**src/rtl/sound_arbiter.sv**
```systemverilog
// Fixed-priority arbiter for the single audio channel: latches game-event
// request pulses, grants the highest-index requester and times it in 8 kHz ticks.
module sound_arbiter #(
  parameter int N_REQ = 4,
  parameter int DUR_W = 16,
  parameter int SEL_W = $clog2(N_REQ + 1)
) (
  input  logic                   clk,
  input  logic                   rst,
  input  logic                   tick_8khz,
  input  logic [N_REQ-1:0]       req,
  input  logic [N_REQ*DUR_W-1:0] req_dur,
  input  logic                   mute,
  output logic [SEL_W-1:0]       sound_sel,
  output logic                   playing,
  output logic [N_REQ-1:0]       grant,
  output logic                   done
);

  localparam int IDX_W = (N_REQ > 1) ? $clog2(N_REQ) : 1;

  typedef enum logic {
    IDLE,
    PLAY
  } state_t;

  state_t           state;
  logic [N_REQ-1:0] pending;
  logic [DUR_W-1:0] cnt;
  logic [IDX_W-1:0] cur;

  logic [N_REQ-1:0] eff;
  logic [IDX_W-1:0] win;
  logic             any_eff;
  logic             preempt;
  logic [N_REQ-1:0] win_onehot;
  logic [N_REQ-1:0] cur_onehot;
  logic [DUR_W-1:0] win_dur;
  logic [DUR_W-1:0] cur_dur;
  logic [DUR_W-1:0] win_load;
  logic [DUR_W-1:0] cur_load;
  logic             in_play;
  logic             retrig;
  logic             finish;
  logic             start_win;
  logic             stop_play;

  // Arbitration view of this cycle: sticky pending plus fresh pulses, with the
  // winner being the highest set index and preemption meaning anything above cur.
  always_comb begin
    eff     = mute ? '0 : (pending | req);
    any_eff = |eff;
    win     = '0;
    preempt = 1'b0;
    for (int i = 0; i < N_REQ; i++) begin
      if (eff[i]) begin
        win = IDX_W'(i);
        if (IDX_W'(i) > cur) preempt = 1'b1;
      end
    end
    win_onehot = N_REQ'(1) << win;
    cur_onehot = N_REQ'(1) << cur;
    win_dur    = req_dur[win*DUR_W +: DUR_W];
    cur_dur    = req_dur[cur*DUR_W +: DUR_W];
    win_load   = (win_dur == '0) ? DUR_W'(1) : win_dur;
    cur_load   = (cur_dur == '0) ? DUR_W'(1) : cur_dur;
  end

  // Per-cycle action, resolved in the order mute, preempt, retrigger, tick.
  always_comb begin
    in_play   = (state == PLAY);
    retrig    = in_play && !mute && !preempt && req[cur];
    finish    = in_play && !mute && !preempt && !req[cur] &&
                tick_8khz && (cnt <= DUR_W'(1));
    start_win = (!in_play && any_eff) ||
                (in_play && !mute && preempt) ||
                (finish && any_eff);
    stop_play = (in_play && mute) || (finish && !any_eff);
  end

  always_ff @(posedge clk) begin
    if (rst) begin
      state     <= IDLE;
      pending   <= '0;
      cnt       <= '0;
      cur       <= '0;
      sound_sel <= '0;
      playing   <= 1'b0;
      grant     <= '0;
      done      <= 1'b0;
    end else begin
      grant <= '0;
      done  <= finish;
      if (start_win) begin
        state     <= PLAY;
        cur       <= win;
        sound_sel <= SEL_W'(win) + SEL_W'(1);
        playing   <= 1'b1;
        grant     <= win_onehot;
        cnt       <= win_load;
        pending   <= eff & ~win_onehot;
      end else if (stop_play) begin
        state     <= IDLE;
        sound_sel <= '0;
        playing   <= 1'b0;
        cnt       <= '0;
        pending   <= '0;
      end else begin
        // A load beats a coincident tick; lower-priority requests just accumulate.
        if (retrig) begin
          cnt   <= cur_load;
          grant <= cur_onehot;
        end else if (in_play && tick_8khz) begin
          cnt <= cnt - DUR_W'(1);
        end
        pending <= eff & ~cur_onehot;
      end
    end
  end

endmodule
```
**config.mk**
```make
export PLATFORM = sky130hd
export DESIGN_NAME = sound_arbiter
export DESIGN_NICKNAME = d
export VERILOG_FILES = /design/src/rtl/sound_arbiter.sv
export SDC_FILE = /design/constraint.sdc
export NUM_CORES = 1
export LEC_CHECK = 0
export CAP_MARGIN = 20
export CORE_UTILIZATION = 30
export CTS_CLUSTER_SIZE = 14
export DETAILED_ROUTE_END_ITERATION = 7
export GPL_TIMING_DRIVEN = 0
export MAX_ROUTING_LAYER = met4
export PLACE_DENSITY_LB_ADDON = 0.12
export SYNTH_ARGS = -nofsm -noshare
export SYNTH_HDL_FRONTEND = slang
export SYNTH_SLANG_ARGS = --single-unit
```
**constraint.sdc**
```tcl
create_clock -name clk -period 2.9 [get_ports clk]
set_clock_uncertainty 0.05 [all_clocks]
set_input_delay 0.58 -clock clk [delete_from_list [all_inputs] [get_ports clk]]
set_output_delay 0.58 -clock clk [all_outputs]
set_load 0.005 [all_outputs]
```
# After elaboration in Yosys (flattened, before gate mapping)
# Cells that the tools add are included.
# word_totals
input_bits	72
word_cells	78
output_inout_bits	9
register_bits	31
# op_classes
order_cmp	6
n_addsub	2
muxes	29
reduce_logical	25
n_shift	4
n_bitwise	5
# ops
operator	n
$shiftx A64 B7 Y16	2
$mux W16	6
$logic_not A16 Y1	2
$mux W4	6
$le A16 B1 Y1 const B	1
$sub A16 B1 Y16 const B	1
$logic_and A1 B1 Y1	12
$mux W1	12
$and A4 B4 Y4	2
$not A4 Y4	2
$shl A1 B2 Y4 const A	2
$mux W3	2
$logic_not A1 Y1	5
$gt A1 B2 Y1 const A	2
$gt A2 B2 Y1 const A	2
$mux W2	2
$or A4 B4 Y4	1
$reduce_bool A4 Y1	1
$reduce_or A4 Y1	1
$add A2 B1 Y3 const B	1
$logic_or A1 B1 Y1	3
$lt A2 B3 Y1 const B	1
$bmux W1 S2	1
$reduce_bool A2 Y1	1

# Depth between registers and ports, before layout
# Gate-level depths: netlist of the first run.
# logic_depth
depth_word	18
depth_mapped	10
depth_no_buf	8

# Worst setup path before layout of the first run
# No wires, ideal clock.
# synth_path
path_kind	in2reg
start	input req[2]
end	register cnt[0]
stages	8
t_arrival_ps	2756
required_time_ps	2758
setup_time_ps	92
setup_slack_ps	2
n_path_buf	1
path_cell_list	nor4_1 -> clkbuf_1 -> mux2i_1 -> a221oi_1 -> or4_1 -> nor4_1 -> a311oi_1 -> nor4_1
# synth_between
elab_chain_cells	14
elab_cells_between_ends	32
cone_classes	shift: 1; mux: 12; bitwise: 1; reduce/logical: 18
# synth_lines
item	line	source
start: declaration	11	input logic [N_REQ-1:0] req,
parallel branches: the longest is 14 deep, another holds $shiftx A64 B7 Y16	--	
end signal: assignment	100	cnt <= win_load;
end signal: assignment	111	cnt <= cur_load;
end signal: assignment	114	cnt <= cnt - DUR_W'(1);
end: declaration	29	logic [DUR_W-1:0] cnt;
# Several ways; the timed one is not identified. The select of a mux whose other input is x is not followed.
# A chain may end at the register's enable or synchronous reset.

# Final worst setup path of the first run
# layout_path
start	input req[3]
end	register cnt[6]
# layout_between
elab_chain_cells	12
elab_cells_between_ends	29
cone_classes	shift: 1; mux: 9; bitwise: 1; reduce/logical: 18
# layout_lines
item
parallel branches: the longest is 12 deep, another holds $shiftx A64 B7 Y16
# Several ways; the timed one is not identified. The select of a mux whose other input is x is not followed.

==> results of run 1 <==
[cell usage after synthesis, drive strengths merged (3+ instances only)]
library cell  count
nor2             57
dfxtp            31
nor3             28
a21oi            25
clkbuf           20
mux4             17
a311oi           15
inv              13
mux2i            13
nand2            13
nor4             10
a221oi            8
o22ai             8
xnor2             7
xor2              7
buf               6
nand3             6
a22oi             5
a31oi             5
ha                5
nor2b             5
or2               4
or4               4
a21o              3
o21ai             3
o22a              3
[area by class of cell]
cell class	instances	area [sq um]
flip-flops and latches	31	627
well taps	108	135
multi-input cells	279	2200
fillers	858	4730
inverters	13	48.8
clock inverters	2	35.0
plain buffers	22	141
clock buffers	6	82.6
repair buffers	91	891
[power by group through the flow]
stage          sequential [uW]  combinational (uW)  clock (uW)
2_1_floorplan              486                 348           0
3_3_place_gp               491                 583           0
3_5_place_dp               492                 588           0
4_1_cts                    488                 621         461
5_1_grt                    496                 698         489
6_report                   491                 654         465
[through the flow]
| step | hold WS [ps] | total power [uW] | setup WS, ps | setup TNS (ps) |
|---|---|---|---|---|
| after detailed placement | 413 | 1080 | -1250 | -25500 |
| after global routing | 467 | 1680 | -11.5 | -11.5 |
| after CTS | 425 | 1570 | 1.04 | 0 |
| after global placement | 415 | 1070 | -1380 | -24960 |
| final | 422 | 1610 | 54.8 | 0 |
| after floorplan | 417 | 834 | 1.93 | 0 |
[logic make-up after synthesis]
family,count (synthesis),synth area share
and+or+nand+nor,140,0.246
AOI/OAI and AO/OA,88,0.224
buffers and inverters,39,0.0540
muxes,31,0.187
DFF,31,0.221
xor gates and xnor gates,14,0.0438
adders and majority gates,5,0.0223
other,1,0.00134
[metal layers]
| layer | up-vias | track usage |
|---|---|---|
| li1 | 1524 | - |
| met1 | 1589 | 0.323 |
| met2 | 179 | 0.385 |
| met3 | 15 | 0.0532 |
| met4 | 0 | 0.0884 |
| met5 | - | - |
[critical path, delay by kind of cell]
family                 cells  cell delay, ps
AO/OA/AOI/OAI              3             850
multiplexers               1             530
buffers and inverters      1             300
AND/OR/NAND/NOR            2             750
[worst paths after layout]
| kind | start | endpoint | slack, ps | depth (start not counted) |
|---|---|---|---|---|
| setup reg to reg | cnt[9] | cnt[6] | 70 | 7 |
| hold / removal | sound_sel[2] | sound_sel[2] | 420 | 2 |
| setup / recovery | req[3] | cnt[6] | 50 | 7 |
| hold reg to reg | sound_sel[2] | sound_sel[2] | 420 | 2 |
[registers in the layout, indices dropped and copies added (netlist names)]
| register | count |
|---|---|
| sound_sel | 3 |
| cur | 2 |
| done | 1 |
| pending | 4 |
| in_play | 1 |
| cnt | 16 |
| grant | 4 |
[what timing repair did]
action                                  4_1_cts  5_1_grt
gates resized for setup                      46       20
endpoints found under the setup margin       28       28
setup buffers                                 5        6
pin swaps                                     6        4
==> summary.md, run 1 <==
Compared with the post-synthesis result, the final layout area differs by 48.5%. For the number of buffers added to fix hold violations after cts, the log shows 0. The core region is 8890 sq um.

TritonCTS sink count: 31. The register area share after synthesis came out at 0.221. At the worst endpoint, the arrival time is 3020 ps.

The number of vias in the routed layout was 3307; the remaining global-route overflow was 0. After detailed routing, the total wire length is 11600 um. The detailed router finished its first iteration with 267 violations.

At the end of the flow, the number of nets in the layout was 520. The library cell used most frequently in the layout, excluding fill and tap cells, is sky130_fd_sc_hd__clkdlybuf4s50_1. The data required time at the worst endpoint was 3070 ps; the total power density per cell area was 387 nW/um^2. The logs give 0 for the initial antenna violation count and 0 for the remaining antenna violation count after routing. The via count of the first global-routing pass is 3281, and the number of I/O port buffers is 79. The area of the die is 9730 sq um, and the width of the die is 98.7 um.

Normalized max-slew margin: 0.523. The proportion of netlist area held by the largest area contributor is 0.221, and the post-synthesis cell count is 349. The capturing element type of the critical path is a flop. In the detailed route, the total length drawn on met3 is 840 um.

For the global placer's final weighted congestion, the log shows 0.981. The overall die height works out to 98.7 um. The logs give 2800 sq um for the post-synth design cell area and 5220 um for the routed length on met1. In the detailed route, the total length drawn on met2 is 5390 um. The repair_antennas step left the layout with diodes totalling 0. For the final-report hold violation count, the log shows 0. Setup violations remaining at the end of the flow were counted as 0.

The tools report the relative contribution of combinational cells to total power as 0.406. Counting tap cells, the placed design contains a total of 537 instances. The async set-reset flop share out of synthesis was 0; the synthesized area per cell was 8.03 sq um.

Row generation in the floorplan step produced 34 rows. Internal power comes to 1060 uW. The reported leakage power is 0.00151 uW. VDD sags by at most 169 uV. In this run the deepest clock path goes through 2 buffers. STA classifies the critical path startpoint as an input port.

Pin placement for this block handled 81 I/O pins. The number of clock buffers added by TritonCTS is 5. Using the TritonRoute via totals, the vias-per-cell ratio works out to 5.99. Share of layout cells above drive strength 1: 0.205. The run gives 0.315 as the effective utilization at floorplan. The number of nets handed over by synthesis was 426.

On the critical path, the stage with the largest delay is an instance of sky130_fd_sc_hd__or4_4. The commonest register cell after synthesis is sky130_fd_sc_hd__dfxtp_1. Of all nets on the critical path, the largest fanout is 6. Dividing the detail-routed wire length by the instance count gives 21.1 um. Summed over all nets, the half-perimeter wirelength after detailed placement is 8970 um. The number of different library cells used by synthesis comes to 52.

The slew of the pin with the lowest slew margin was 716 ps. The first TritonRoute pass finished after 5 iterations. For the total count of max-transition violations in the final report, the log shows 0.

During synthesis, Yosys emitted a total of 0 warnings. TritonCTS built the clock tree. After the flow finishes, the layout carries non-filler instances totaling 552. The kind of critical path is in -> reg. Kind of path behind the tightest hold check: reg -> reg. The run gives 17900 um as the global-route wire length before repair. The sequential cell fraction of total power is 0.305. The cell area after placement is 3740 sq um. The top routing layer in use is met4. Yosys mapped a number of flops with a built-in enable equal to 0. DRC violation count after routing: 0.

The count of max-cap constraint violations was 0. The final critical delay including setup and external delays works out to 2850 ps. Leaving out fill and tap cells, the most frequent cells in the layout are 74 x sky130_fd_sc_hd__clkdlybuf4s50_1, 55 x sky130_fd_sc_hd__nor2_1, 28 x sky130_fd_sc_hd__dfxtp_1. The H-tree was split into 2 levels.

Walking the worst path, the cells encountered are dlygate4sd2_1, mux4_2, or4_4, a21bo_4, a21o_4, o32a_1, nor3_2. Synthesis inferred 31 register bits. The cell taking the most area after synthesis was sky130_fd_sc_hd__dfxtp_1. The run finished with clean final reports. Entering global routing, the biggest net connects 11 pins. The achievable frequency was 351 MHz. By area the synthesized netlist is led by sky130_fd_sc_hd__dfxtp_1 22%, sky130_fd_sc_hd__mux4_2 14%, sky130_fd_sc_hd__nor2_1 7.6%, sky130_fd_sc_hd__nor3_1 4.8%, sky130_fd_sc_hd__a311oi_1 4.7%.

The clock slew seen by the registers of the worst setup and hold paths was 70 ps; the final core utilization was 0.468. In this run the clock root is driven by a sky130_fd_sc_hd__clkbuf_8. The all-layer global routing usage was 0.249. At the later pin of the worst-skew pair, clock insertion delay measures 290 ps. After routing the design area is 4160 sq um.

For this design the total switching power over the nets is 553 uW. The switching share of power was 0.344. The largest single stage delay on the critical path is 600 ps. The final period utilization is 0.981, and the clock network fraction of design power is 0.289.
No activity file was read; power rests on OpenSTA's default activity.
==> run 2, diff against run 1 <==
SLEW_MARGIN = 30   (was not set)
==> run 2 against run 1 <==
The flow now finishes with violations (negative setup slack). Die area unchanged. Critical path depth increased by 2. Clock power decreased by 27%. Cell area decreased by 1.3%. Register-to-register slack about the same. First-iteration DRC count increased by 33%. Combinational power decreased by 0.6%. Global-route usage increased by 0.46 points. Sequential share of layout area increased by 0.13 points. Critical path type unchanged. Highest routed layer unchanged.
==> summary.md, run 2 (same netlist as run 1, synthesis figures left out) <==
The total count of max-transition violations in the final report is 0 (unchanged), and the initial antenna violation count is 0 (unchanged). The area growth from synthesis to layout was 46.6% (was 48.5%); the met1 layer usage reported by global route was 0.334 (was 0.323). Remaining antenna violation count after routing: 0 (unchanged). Cell-by-cell trace of the critical path: clkdlybuf4s50_1, o21ba_2, a31oi_4, inv_2, a221oi_1, or4_4, nor4_2, a311oi_1, nor4_1 (was dlygate4sd2_1, mux4_2, or4_4, a21bo_4, a21o_4, o32a_1, nor3_2).

The remaining global-route overflow is 0 (unchanged), and the average vias per placed instance is 6.04 (was 5.99). The run finished, with violations left. Top Registers: cnt: 16 flops, grant: 4 flops, pending: 4 flops (unchanged).

The clock slew seen by the registers of the worst setup and hold paths was 70 ps (about the same). The post-route non-filler standard cell count is 552 (unchanged), and the total CTS buffers is 5 (unchanged). The data required time at the worst endpoint is 3000 ps (was 3070 ps). The arrival time of data at the critical path endpoint came out at 3020 ps (about the same).

The largest delay contributor family on the critical path was compound AO/OA/AOI/OAI gates (unchanged). The kind of critical path is in -> reg (unchanged). The share of layout cells above drive strength 1 was 0.198 (was 0.205); the count of max-cap constraint violations was 0 (unchanged). The overall die height was 98.7 um (unchanged).

Detailed-router iteration count before antenna repair: 5 (unchanged). The cell with the largest stage delay on the worst path is sky130_fd_sc_hd__clkdlybuf4s50_1 (was sky130_fd_sc_hd__or4_4). Most frequent cells in the layout: 75 x sky130_fd_sc_hd__clkdlybuf4s50_1, 56 x sky130_fd_sc_hd__nor2_1, 28 x sky130_fd_sc_hd__dfxtp_1 (was 74 x sky130_fd_sc_hd__clkdlybuf4s50_1, 55 x sky130_fd_sc_hd__nor2_1, 28 x sky130_fd_sc_hd__dfxtp_1). The area of the die came out at 9730 sq um (unchanged). The clock network fraction of design power was 0.230 (was 0.289).

The HPWL after detailed placement was 8970 um (about the same). The buffering stage count on the worst path with inverters included is 2 (was 1), and the TritonCTS sink count is 31 (unchanged). The normalized max-slew margin is 0.530 (was 0.523), and the number of vias in the routed layout is 3332 (was 3307). The capturing element type of the critical path is a flop (unchanged). The logs give 0.0496 (was 0.0532) for the met3 track demand over resource and 34 (unchanged) for the number of rows created at floorplan.

The reported leakage power is 0.00147 uW (was 0.00151 uW), and the final-stage net count is 520 (unchanged). The final period utilization is 1.01 (was 0.981). The fill cell instance count of the final layout is 897 (was 858).

The most common cell after layout, fill and taps aside was sky130_fd_sc_hd__clkdlybuf4s50_1 (unchanged). The DRC violation count after routing was 0 (unchanged); the slew of the pin with the lowest slew margin was 705 ps (was 716 ps). The delay contributed by the slowest stage of the critical path is 620 ps (was 600 ps), and the total power density per cell area is 360 nW/um^2 (was 387 nW/um^2). The worst setup timing slack at the placement stage was -1270 ps (was -1250 ps). The tools report the violation count after the first detailed-routing iteration as 355 (was 267). The internal power summed over all cells is 944 uW (was 1060 uW), and the sequential cell fraction of total power is 0.331 (was 0.305). The run gives -18.0 ps (was 54.8 ps) as the slack of the critical path.

The final core utilization was 0.462 (was 0.468); the relative contribution of combinational cells to total power was 0.439 (was 0.406). Floorplan core area: 8890 sq um (unchanged). The tools report the global placer's final weighted congestion as 0.981 (unchanged). Type of origin of the critical path: an input port (unchanged).

The run gives 3318 (was 3281) as the via count of the first global-routing pass. The antenna diode count was 0 (unchanged). The cell area after placement came out at 3730 sq um (was 3740 sq um). Setup repair after global routing could not meet its margin everywhere. The global routing met2 resource utilization was 0.388 (was 0.385).

The tools report the instance count after placement with tap cells included as 536 (was 537). The count of boundary I/O pins came out at 81 (unchanged). The achievable frequency is 343 MHz (was 351 MHz), and the later-pin clock latency in the skew report is 290 ps (about the same).

The kind of path behind the tightest hold check was reg -> reg (unchanged). The most crowded layer after global routing is met2 (unchanged). For the total non-filler cell area in the finished layout, the log shows 4110 sq um (was 4160 sq um).

The top register by number of flip-flops was cnt (unchanged). The switching share of power was 0.363 (was 0.344). For the wire length reported by the detailed router, the log shows 11600 um (about the same). TritonCTS built the clock tree. The logs give 0.254 (was 0.249) for the all-layer global routing usage and 1 (was 0) for the final setup violation count. The width of the die works out to 98.7 um (unchanged). The buffer type at the clock tree root is sky130_fd_sc_hd__clkbuf_8 (unchanged). The run gives 430 ps (was 422 ps) as the worst hold-check slack. The final-report hold violation count is 0 (unchanged), and the maximum fanout count along the critical path is 6 (unchanged). The checks that failed: negative setup slack.

The final critical delay including setup and external delays is 2920 ps (was 2850 ps), and the largest net degree at the start of global routing is 11 (unchanged). The average detailed-routed wire length per instance is 21.1 um (about the same). The number of flip-flops in the largest register is 16 (unchanged). The number of I/O port buffers works out to 79 (unchanged). The net load switching power is 537 uW (was 553 uW), and the peak supply drop is 146 uV (was 169 uV).

The tools report the maximum root-to-sink buffer count as 2 (unchanged). The run gives 2 (unchanged) as the H-tree depth. The effective utilization at floorplan was 0.315 (unchanged); the global-route wire length before repair was 18200 um (was 17900 um).
## run 2: changes by cell type in the layout (fill, tap and decap cells not counted), sizes merged
cell and delta:
dlygate4sd2 -3, buf +2, clkdlybuf4s15 +1, clkdlybuf4s50 +1, bufinv -1
## run 2: metrics by stage
step,power [uW],TNS (ps)
2_1_floorplan,834,0
3_3_place_gp,1070,-24960
3_5_place_dp,1080,-25660
4_1_cts,1450,-17.7
5_1_grt,1560,-131
6_report,1480,-18.0
## run 2: final timing paths
| check | slack [ps] | to | start | cells past startpoint |
|---|---|---|---|---|
| worst max-delay path | -20 | cnt[0] | mute | 9 |
| worst min-delay path | 430 | sound_sel[2] | sound_sel[2] | 2 |
| worst max register to register | 70 | cnt[0] | cur[1] | 9 |
| worst min register to register | 430 | sound_sel[2] | sound_sel[2] | 2 |
## run 2: worst register-to-register path: cells and delay by family (launching register included)
family	cells	cell delay [ps]
simple gates	4	830
buf+inv	2	650
compound gates	2	530
mux	1	370
flops	1	310
## run 2: area by class of cell
cell class                      count  area, sq um  share of cell area
Timing Repair Buffer               90          878               0.214
Clock buffer                        7         76.3              0.0186
Buffer                             23          143              0.0347
Tap cell                          108          135              0.0329
Clock inverter                      1         5.00             0.00122
Multi-Input combinational cell    279         2200               0.535
Sequential cell                    31          624               0.152
Inverter                           13         48.8              0.0119
## run 2: power groups by stage
stage,Combinational [uW],Clock (uW),Sequential [uW]
2_1_floorplan,348,0,486
3_3_place_gp,583,0,491
3_5_place_dp,588,0,492
4_1_cts,615,347,488
5_1_grt,695,369,495
6_report,650,340,490
## run 2: metal layers
| metal | share of wire | up-vias |
|---|---|---|
| li1 | - | 1519 |
| met1 | 0.43 | 1584 |
| met2 | 0.46 | 205 |
| met3 | 0.092 | 24 |
| met4 | 0.022 | 0 |
| met5 | 0 | - |
## run 2: timing repair
action | CTS | global route
endpoints found under the setup margin | 28 | 20
buffers inserted | 6 | 5
pin swaps | 7 | 3
hold buffers | 0 | 0
gates resized for setup | 37 | 31
endpoints found under the hold margin | 0 | 0
